<file path="src/rtl/trig_monitor.sv">
// Trigger-line receiver: synchronises trig_in, counts accepted rising edges, measures their period
// and flags a stalled trigger. Define TRIG_DEGLITCH_EN to add the input stability filter.
module trig_monitor #(
    parameter int N_EXPECT        = 1000,
    parameter int TIMEOUT         = 5000000,
    parameter int DEGLITCH_CYCLES = 4
) (
    input  logic        clki,
    input  logic        rst_n,
    input  logic        trig_in,
    input  logic [31:0] ep_ctrl,
    output logic        trig_seen,
    output logic [31:0] trig_count,
    output logic [31:0] last_period,
    output logic [31:0] ep_status
);
    // state | meaning
    // IDLE  | edges ignored, waiting for arm
    // ARMED | counters cleared, waiting for the first edge (no timeout)
    // RUN   | counting edges, measuring period, watching for a stall
    // DONE  | N_EXPECT edges seen, outputs held
    // TOUT  | no edge for TIMEOUT cycles, outputs held
    typedef enum logic [2:0] {IDLE, ARMED, RUN, DONE, TOUT} state_t;

    localparam logic [31:0] N_EXP     = 32'(N_EXPECT);
    localparam logic [31:0] TOUT_LAST = 32'(TIMEOUT - 1);
    localparam logic [31:0] SAT       = '1;

    if (DEGLITCH_CYCLES < 1 || DEGLITCH_CYCLES > 255) begin : g_dg_range
        $error("trig_monitor: DEGLITCH_CYCLES must be 1..255");
    end

    logic [1:0]  sync_q;
    logic        filt_lvl;
    logic        prev_lvl;
    logic [1:0]  ctrl_q;
    logic        arm_prev;
    state_t      state;
    logic [31:0] per_cnt;
    logic [2:0]  sts;
    logic        edge_acc;
    logic        arm;
    logic        clr;
    logic [31:0] cnt_inc;
    logic        unused_ctrl;

    assign unused_ctrl = ^ep_ctrl[31:2];

    always_ff @(posedge clki or negedge rst_n) begin
        if (!rst_n) begin
            sync_q   <= 2'b00;
            prev_lvl <= 1'b0;
            ctrl_q   <= 2'b00;
            arm_prev <= 1'b0;
        end else begin
            sync_q   <= {sync_q[0], trig_in};
            prev_lvl <= filt_lvl;
            ctrl_q   <= ep_ctrl[1:0];
            arm_prev <= ctrl_q[0];
        end
    end

`ifdef TRIG_DEGLITCH_EN
    localparam logic [7:0] DG_LAST = 8'(DEGLITCH_CYCLES - 1);
    logic [7:0] dg_cnt;

    // Level flips only once the synchronised input has differed for DEGLITCH_CYCLES samples in a row.
    always_ff @(posedge clki or negedge rst_n) begin
        if (!rst_n) begin
            filt_lvl <= 1'b0;
            dg_cnt   <= 8'd0;
        end else if (sync_q[1] == filt_lvl) begin
            dg_cnt <= 8'd0;
        end else if (dg_cnt == DG_LAST) begin
            filt_lvl <= sync_q[1];
            dg_cnt   <= 8'd0;
        end else begin
            dg_cnt <= dg_cnt + 8'd1;
        end
    end
`else
    assign filt_lvl = sync_q[1];
`endif

    assign edge_acc  = filt_lvl & ~prev_lvl;
    assign arm       = ctrl_q[0] & ~arm_prev;
    assign clr       = ctrl_q[1];
    assign cnt_inc   = trig_count + 32'd1;
    assign ep_status = {29'd0, sts};

    always_ff @(posedge clki or negedge rst_n) begin
        if (!rst_n) begin
            state       <= IDLE;
            sts         <= 3'b000;
            trig_seen   <= 1'b0;
            trig_count  <= 32'd0;
            last_period <= 32'd0;
            per_cnt     <= 32'd0;
        end else begin
            trig_seen <= 1'b0;
            if (clr) begin
                state       <= IDLE;
                sts         <= 3'b000;
                trig_count  <= 32'd0;
                last_period <= 32'd0;
                per_cnt     <= 32'd0;
            end else if (arm) begin
                state       <= ARMED;
                sts         <= 3'b001;
                trig_count  <= 32'd0;
                last_period <= 32'd0;
                per_cnt     <= 32'd0;
            end else begin
                case (state)
                    ARMED: begin
                        if (edge_acc) begin
                            trig_count <= 32'd1;
                            per_cnt    <= 32'd0;
                            trig_seen  <= 1'b1;
                            if (N_EXP == 32'd1) begin
                                state <= DONE;
                                sts   <= 3'b010;
                            end else begin
                                state <= RUN;
                                sts   <= 3'b001;
                            end
                        end
                    end
                    RUN: begin
                        // An edge in the timeout cycle still counts and keeps us running.
                        if (edge_acc) begin
                            trig_count  <= cnt_inc;
                            per_cnt     <= 32'd0;
                            trig_seen   <= 1'b1;
                            last_period <= (per_cnt == SAT) ? SAT : per_cnt + 32'd1;
                            if (N_EXP != 32'd0 && cnt_inc == N_EXP) begin
                                state <= DONE;
                                sts   <= 3'b010;
                            end
                        end else if (per_cnt == TOUT_LAST) begin
                            state <= TOUT;
                            sts   <= 3'b100;
                        end else if (per_cnt != SAT) begin
                            per_cnt <= per_cnt + 32'd1;
                        end
                    end
                    default: ;
                endcase
            end
        end
    end
endmodule
</file>
<file path="config.mk">
export PLATFORM = sky130hd
export DESIGN_NAME = trig_monitor
export DESIGN_NICKNAME = d
export VERILOG_FILES = /design/src/rtl/trig_monitor.sv
export SDC_FILE = /design/constraint.sdc
export NUM_CORES = 1
export LEC_CHECK = 0
export CORE_MARGIN = 2
export CORE_UTILIZATION = 25
export DETAILED_ROUTE_END_ITERATION = 6
export PLACE_DENSITY_LB_ADDON = 0.05
export SYNTH_ARGS = -nofsm -noshare
export SYNTH_HDL_FRONTEND = slang
export SYNTH_SLANG_ARGS = --single-unit
export TNS_END_PERCENT = 100
</file>
<file path="constraint.sdc">
create_clock -name clki -period 4.65 [get_ports clki]
set_clock_uncertainty 0.2 [all_clocks]
set_input_delay 1.1625 -clock clki [delete_from_list [all_inputs] [get_ports clki]]
set_output_delay 1.1625 -clock clki [all_outputs]
set_load 0.005 [all_outputs]
</file>
* Yosys cells after proc, flatten, opt, wreduce, memory -nomap -nowiden
Index checks and enable logic that the tools add are counted.
Widths: inputs -> output; s select.
** Operators by class
- Add/sub/neg operators :: 2
- Equality and inequality tests :: 12
- Muxes and demuxes :: 34
- Bitwise logic cells :: 4
- Reductions and logical operators :: 8
** Operator list (count)
- $mux 32 :: 15
- $pmux 32 s2 :: 2
- $add 32x1->32 const B :: 2
- $mux 3 :: 11
- $eq 32x10->1 const B :: 1
- $eq 32x23->1 const B :: 1
- $eq 32x32->1 const B :: 1
- $ne 32x32->1 const B :: 1
- $ne 5x5->1 const B :: 4
- $pmux 3 s2 :: 2
- $ne 4x4->1 const B :: 2
- $reduce_and 4->1 :: 2
- $reduce_bool 3->1 :: 2
- $mux 1 :: 4
- $reduce_bool 4->1 :: 1
- $eq 3x1->1 const B :: 1
- $eq 3x2->1 const B :: 1
- $reduce_and 3->1 :: 1
- $and 1x1->1 :: 2
- $not 1->1 :: 2
- $reduce_and 2->1 :: 1
- $reduce_or 2->1 :: 1
** Word-level totals
- Register bits :: 109
- Input bits :: 35

* Logic depth before layout (Yosys ltp)
- Depth in word-level cells :: 7
- Depth in mapped cells :: 10

* Worst setup path after synthesis
No wires, ideal clock.
- Kind :: reg2reg
- From :: register trig_count[0]
- To :: register state[1]
- Library setup time :: 0.087 ns
- Arrival :: 2.709 ns
- Setup slack :: 1.654 ns
- Stages on the path, launching flop included :: 10
- Path buffers :: 0
- Period minus slack after synthesis :: 2.996 ns
- Path through :: dfrtp_1 > ha_1 > nand3_2 > or3_4 > or4b_1 > o311ai_0 > nand4_1 > a211o_1 > or4b_1 > o211ai_1
** Between the ends
- Longest elaborated chain between the ends :: 4
** Ends and longest elaborated chain
- start, declared :: RTL line 13 : output logic [31:0] trig_count,
- start signal, assigned :: RTL line 132 : trig_count <= cnt_inc;
- $add 32x1->32 :: RTL line 88 : assign cnt_inc = trig_count + 32'd1;
- $eq 32x10->1 :: RTL line 136 : if (N_EXP != 32'd0 && cnt_inc == N_EXP) begin
- $ne 5x5->1 (no line)
- $reduce_and 4->1 (no line)
- end signal, assigned :: RTL line 93 : state <= IDLE;
- end signal, assigned :: RTL line 137 : state <= DONE;
- end signal, assigned :: RTL line 141 : state <= TOUT;
- end, declared :: RTL line 38 : state_t state;
No other way between the ends.
A chain may end at the register's enable or synchronous reset.

* Worst setup path after layout
- From :: register trig_count[2]
- To :: register state[1]
The elaborated chain is that of the path after synthesis.

==> flow_summary.ini <==
[timing]
timing.fmax_mhz = 293
worstMarginPinSlew_ns = 1.04
drv_slew = 0
post-route-min-period_ns = 3.42
tns_ns = 0
finalSetupViolCount = 0
rsz0062_at_grt = false
max_slew_margin_pct = 30.7
hold_viol_final = 0
timing.final.crit_share_pct = 73.5

[layout]
antennaDiodeCount = 0
areaGrowthSynthToFinish_pct = 19.6
finalNetCount = 832
final_cells = 1128
final_layout_size_suffix_gt1_share_pct = 5.76

[clock_tree]
tritoncts = done
htreeDepth = 3
cts_setup_buffers = 0
clock_latency_ns = 0.36
clock_path_buffers = 2
cts_sinks = 108
post_cts_resize_count = 0
clockRootBuffer = clkbuf_16
path_clk_slew_ns = 0.07
ctsHoldBuffers = 0
cts_buffers = 9

[die]
dieHeight_um = 164
coreArea_sq_um = 25200
initial_core_util_pct = 25.4
rows = 58
chipWidth_um = 164
dieArea_sq_um = 26900
io_pins = 132

[routing]
drt.antenna.violating_nets = 0
viasPerCell = 4.98
routed_wl_um = 19600
drc = 0
drt_first_pass_iters = 5
vias = 5612
drt_iter0_drc = 394
routedWlPerCell_um = 17.4

[worst_setup_path]
startpoint = trig_count[2]$_DFFE_PN0P_
critPathCapture = state[1]$_DFFE_PN0P_
critical_path_arrival_ns = 3.49
max_stage_delay_ns = 0.60
crit_chain = nand3_2 -> or4_4 -> nor4_2 -> xnor2_1 -> nand4_1 -> a211o_1 -> or4b_1 -> o211ai_1
critPathSlowestCell = or4_4
required_ns = 4.72
start_kind = flop
rr_endpoint = state[1]$_DFFE_PN0P_
reg2reg_from = trig_count[2]$_DFFE_PN0P_
path_class = flop to flop
reg2reg_depth = 8
reg2reg_slack_ns = 1.23
endpoint_kind = flop
crit_fanout = 11

[job]
drv_cap = 0

[place]
place_congestion = 0.797
placed_cells = 1113
io_buffers = 72
post-dp-hpwl_um = 13700

[synth]
netlist_instances = 743
ys_seq_area_share_pct = 42.2
synthAdderAreaFrac_pct = 0.586
synth_top_flop_cell = dfrtp_1
avgSynthCellArea_sq_um = 8.62
yosys_warnings = 0
syn-cell-area_sq_um = 6400
ys_ff_latch = 108
synth_compound_area_share_pct = 21.4
async_flop_share_pct = 100
synthXorXnorAreaFrac_pct = 4.10
synthSimpleGateAreaFrac_pct = 24.6
ys_types = 58
synth_edf_count = 0
synth_top_family_by_area = simple AND/OR/NAND/NOR gates
synth_mux_area_share_pct = 0.469

[global_routing]
grt_pass1_wl_um = 31800
grt_pass1_vias = 5747
antenna_found_initial = 0
overflow = 0
grt_start_max_net_pins = 57
grtUsageTotal_pct = 15.1

[min_path]
min_path_type = flop to flop

[power_and_ir_drop]
internal_power_mw = 1.39
p_sw_share_pct = 24.0
p_comb_share_pct = 4.9
pwr-share-clk_pct = 43.4
power_mw = 1.83
p_seq_share_pct = 51.7
power_density_nw_per_um2 = 240
ir_drop_mv = 0.161
leakage_nw = 3.30
p_switching_mw = 0.440

[status]
status = finished, final reports clean
[per-stage QoR]
stage | hold slack (ns) | utilization (%) | setup WS (ns) | cell area (sq um)
after floorplan | 0.131 | - | 1.65 | 6510
after global placement | 0.145 | 29.2 | 1.28 | 7360
after detailed placement | 0.143 | 29.2 | 1.26 | 7360
after CTS | 0.160 | 30.4 | 1.24 | 7650
after global routing | 0.167 | 30.4 | 0.936 | 7650
final | 0.158 | 30.4 | 1.23 | 7650
[placed cells by master (no fill, tap or decap), types with 8 or more instances in the layout]
master             n
nor2_1            59
and2_1             9
nand4_1           20
o21ai_0           88
xnor2_1           18
conb_1            29
nand3_1           32
nor3_1            14
o31ai_1           27
nand2_1           77
dfrtp_1          108
clkbuf_16          9
a21o_1            30
nor4_1             8
clkdlybuf4s50_1   71
a21oi_1           45
xor2_1            12
nand2b_1          12
buf_4             13
and4_1             8
and3_1            25
[state kept, by name, indices dropped and copies added, names as in the netlist]
register,cells
state,2
sts,3
trig_count,32
arm_prev,1
last_period,32
per_cnt,32
prev_lvl,1
ctrl_q,2
sync_q,2
trig_seen,1
[synthesized netlist by cell type (all sizes together) (12+ instances only)]
cell type | count | area share, %
buf | 35 | 3.9
a21oi | 46 | 3.6
a21o | 30 | 3.5
nor3 | 14 | 1.1
nor4 | 12 | 2.0
xnor2 | 18 | 2.5
o31ai | 27 | 3.2
clkbuf | 38 | 2.2
dfrtp | 108 | 42
nor2 | 60 | 3.5
nand3 | 34 | 2.8
nand2 | 78 | 4.6
nand2b | 12 | 1.2
nand4 | 20 | 2.0
and3 | 25 | 2.4
xor2 | 12 | 1.6
o21ai | 88 | 6.9
[power groups by stage]
stage                     Clock (mW)  Sequential, mW  Combinational (mW)
after global routing           0.873           0.949               0.103
after floorplan                    0           0.967              0.0605
after global placement             0           0.967              0.0911
after detailed placement           0           0.967              0.0920
final                          0.797           0.948              0.0892
after CTS                      0.838           0.948              0.0924
[cell families (layout without fill, tap and decap cells)]
group,after synthesis,after routing
AO/OA/AOI/OAI,223,223
XOR/XNOR,30,30
adder cells (fa/ha/maj),3,3
buffers and inverters,78,105
flip-flops,108,108
multiplexers,3,3
other,1,29
AND/OR/NAND/NOR,297,297
[worst min-delay path by stage]
stage	startpoint	to	cells past startpoint
5_1_grt	sync_q[0]$_DFF_PN0_	sync_q[1]$_DFF_PN0_	0
3_3_place_gp	sync_q[0]$_DFF_PN0_	sync_q[1]$_DFF_PN0_	0
4_1_cts	sync_q[0]$_DFF_PN0_	sync_q[1]$_DFF_PN0_	0
2_1_floorplan	sync_q[0]$_DFF_PN0_	sync_q[1]$_DFF_PN0_	0
3_5_place_dp	sync_q[0]$_DFF_PN0_	sync_q[1]$_DFF_PN0_	0
6_report	sync_q[0]$_DFF_PN0_	sync_q[1]$_DFF_PN0_	0
[area by class of cell]
type | instances | area, sq um
multi-input cells | 585 | 3400
clock inverters | 5 | 52.6
repair buffers | 85 | 828
fillers | 2691 | 17500
inverters | 5 | 18.8
well taps | 330 | 413
clock buffers | 10 | 239
flip-flops and latches | 108 | 2700
[per-layer routing]
metal	GRT usage (%)	wire, um	vias to the layer above
met2	26.5	9820	112
met3	2.70	742	15
met4	4.47	333	0
met1	18.9	8730	2749
met5	0	0	-
li1	-	-	2736
[worst max-delay path, delay by kind of cell, from the launching register on]
family          cells  cell delay, ns
simple gates        5            1.95
flops               1            0.56
compound gates      2            0.45
xor+xnor            1            0.18
No activity file was read; power rests on OpenSTA's default activity.
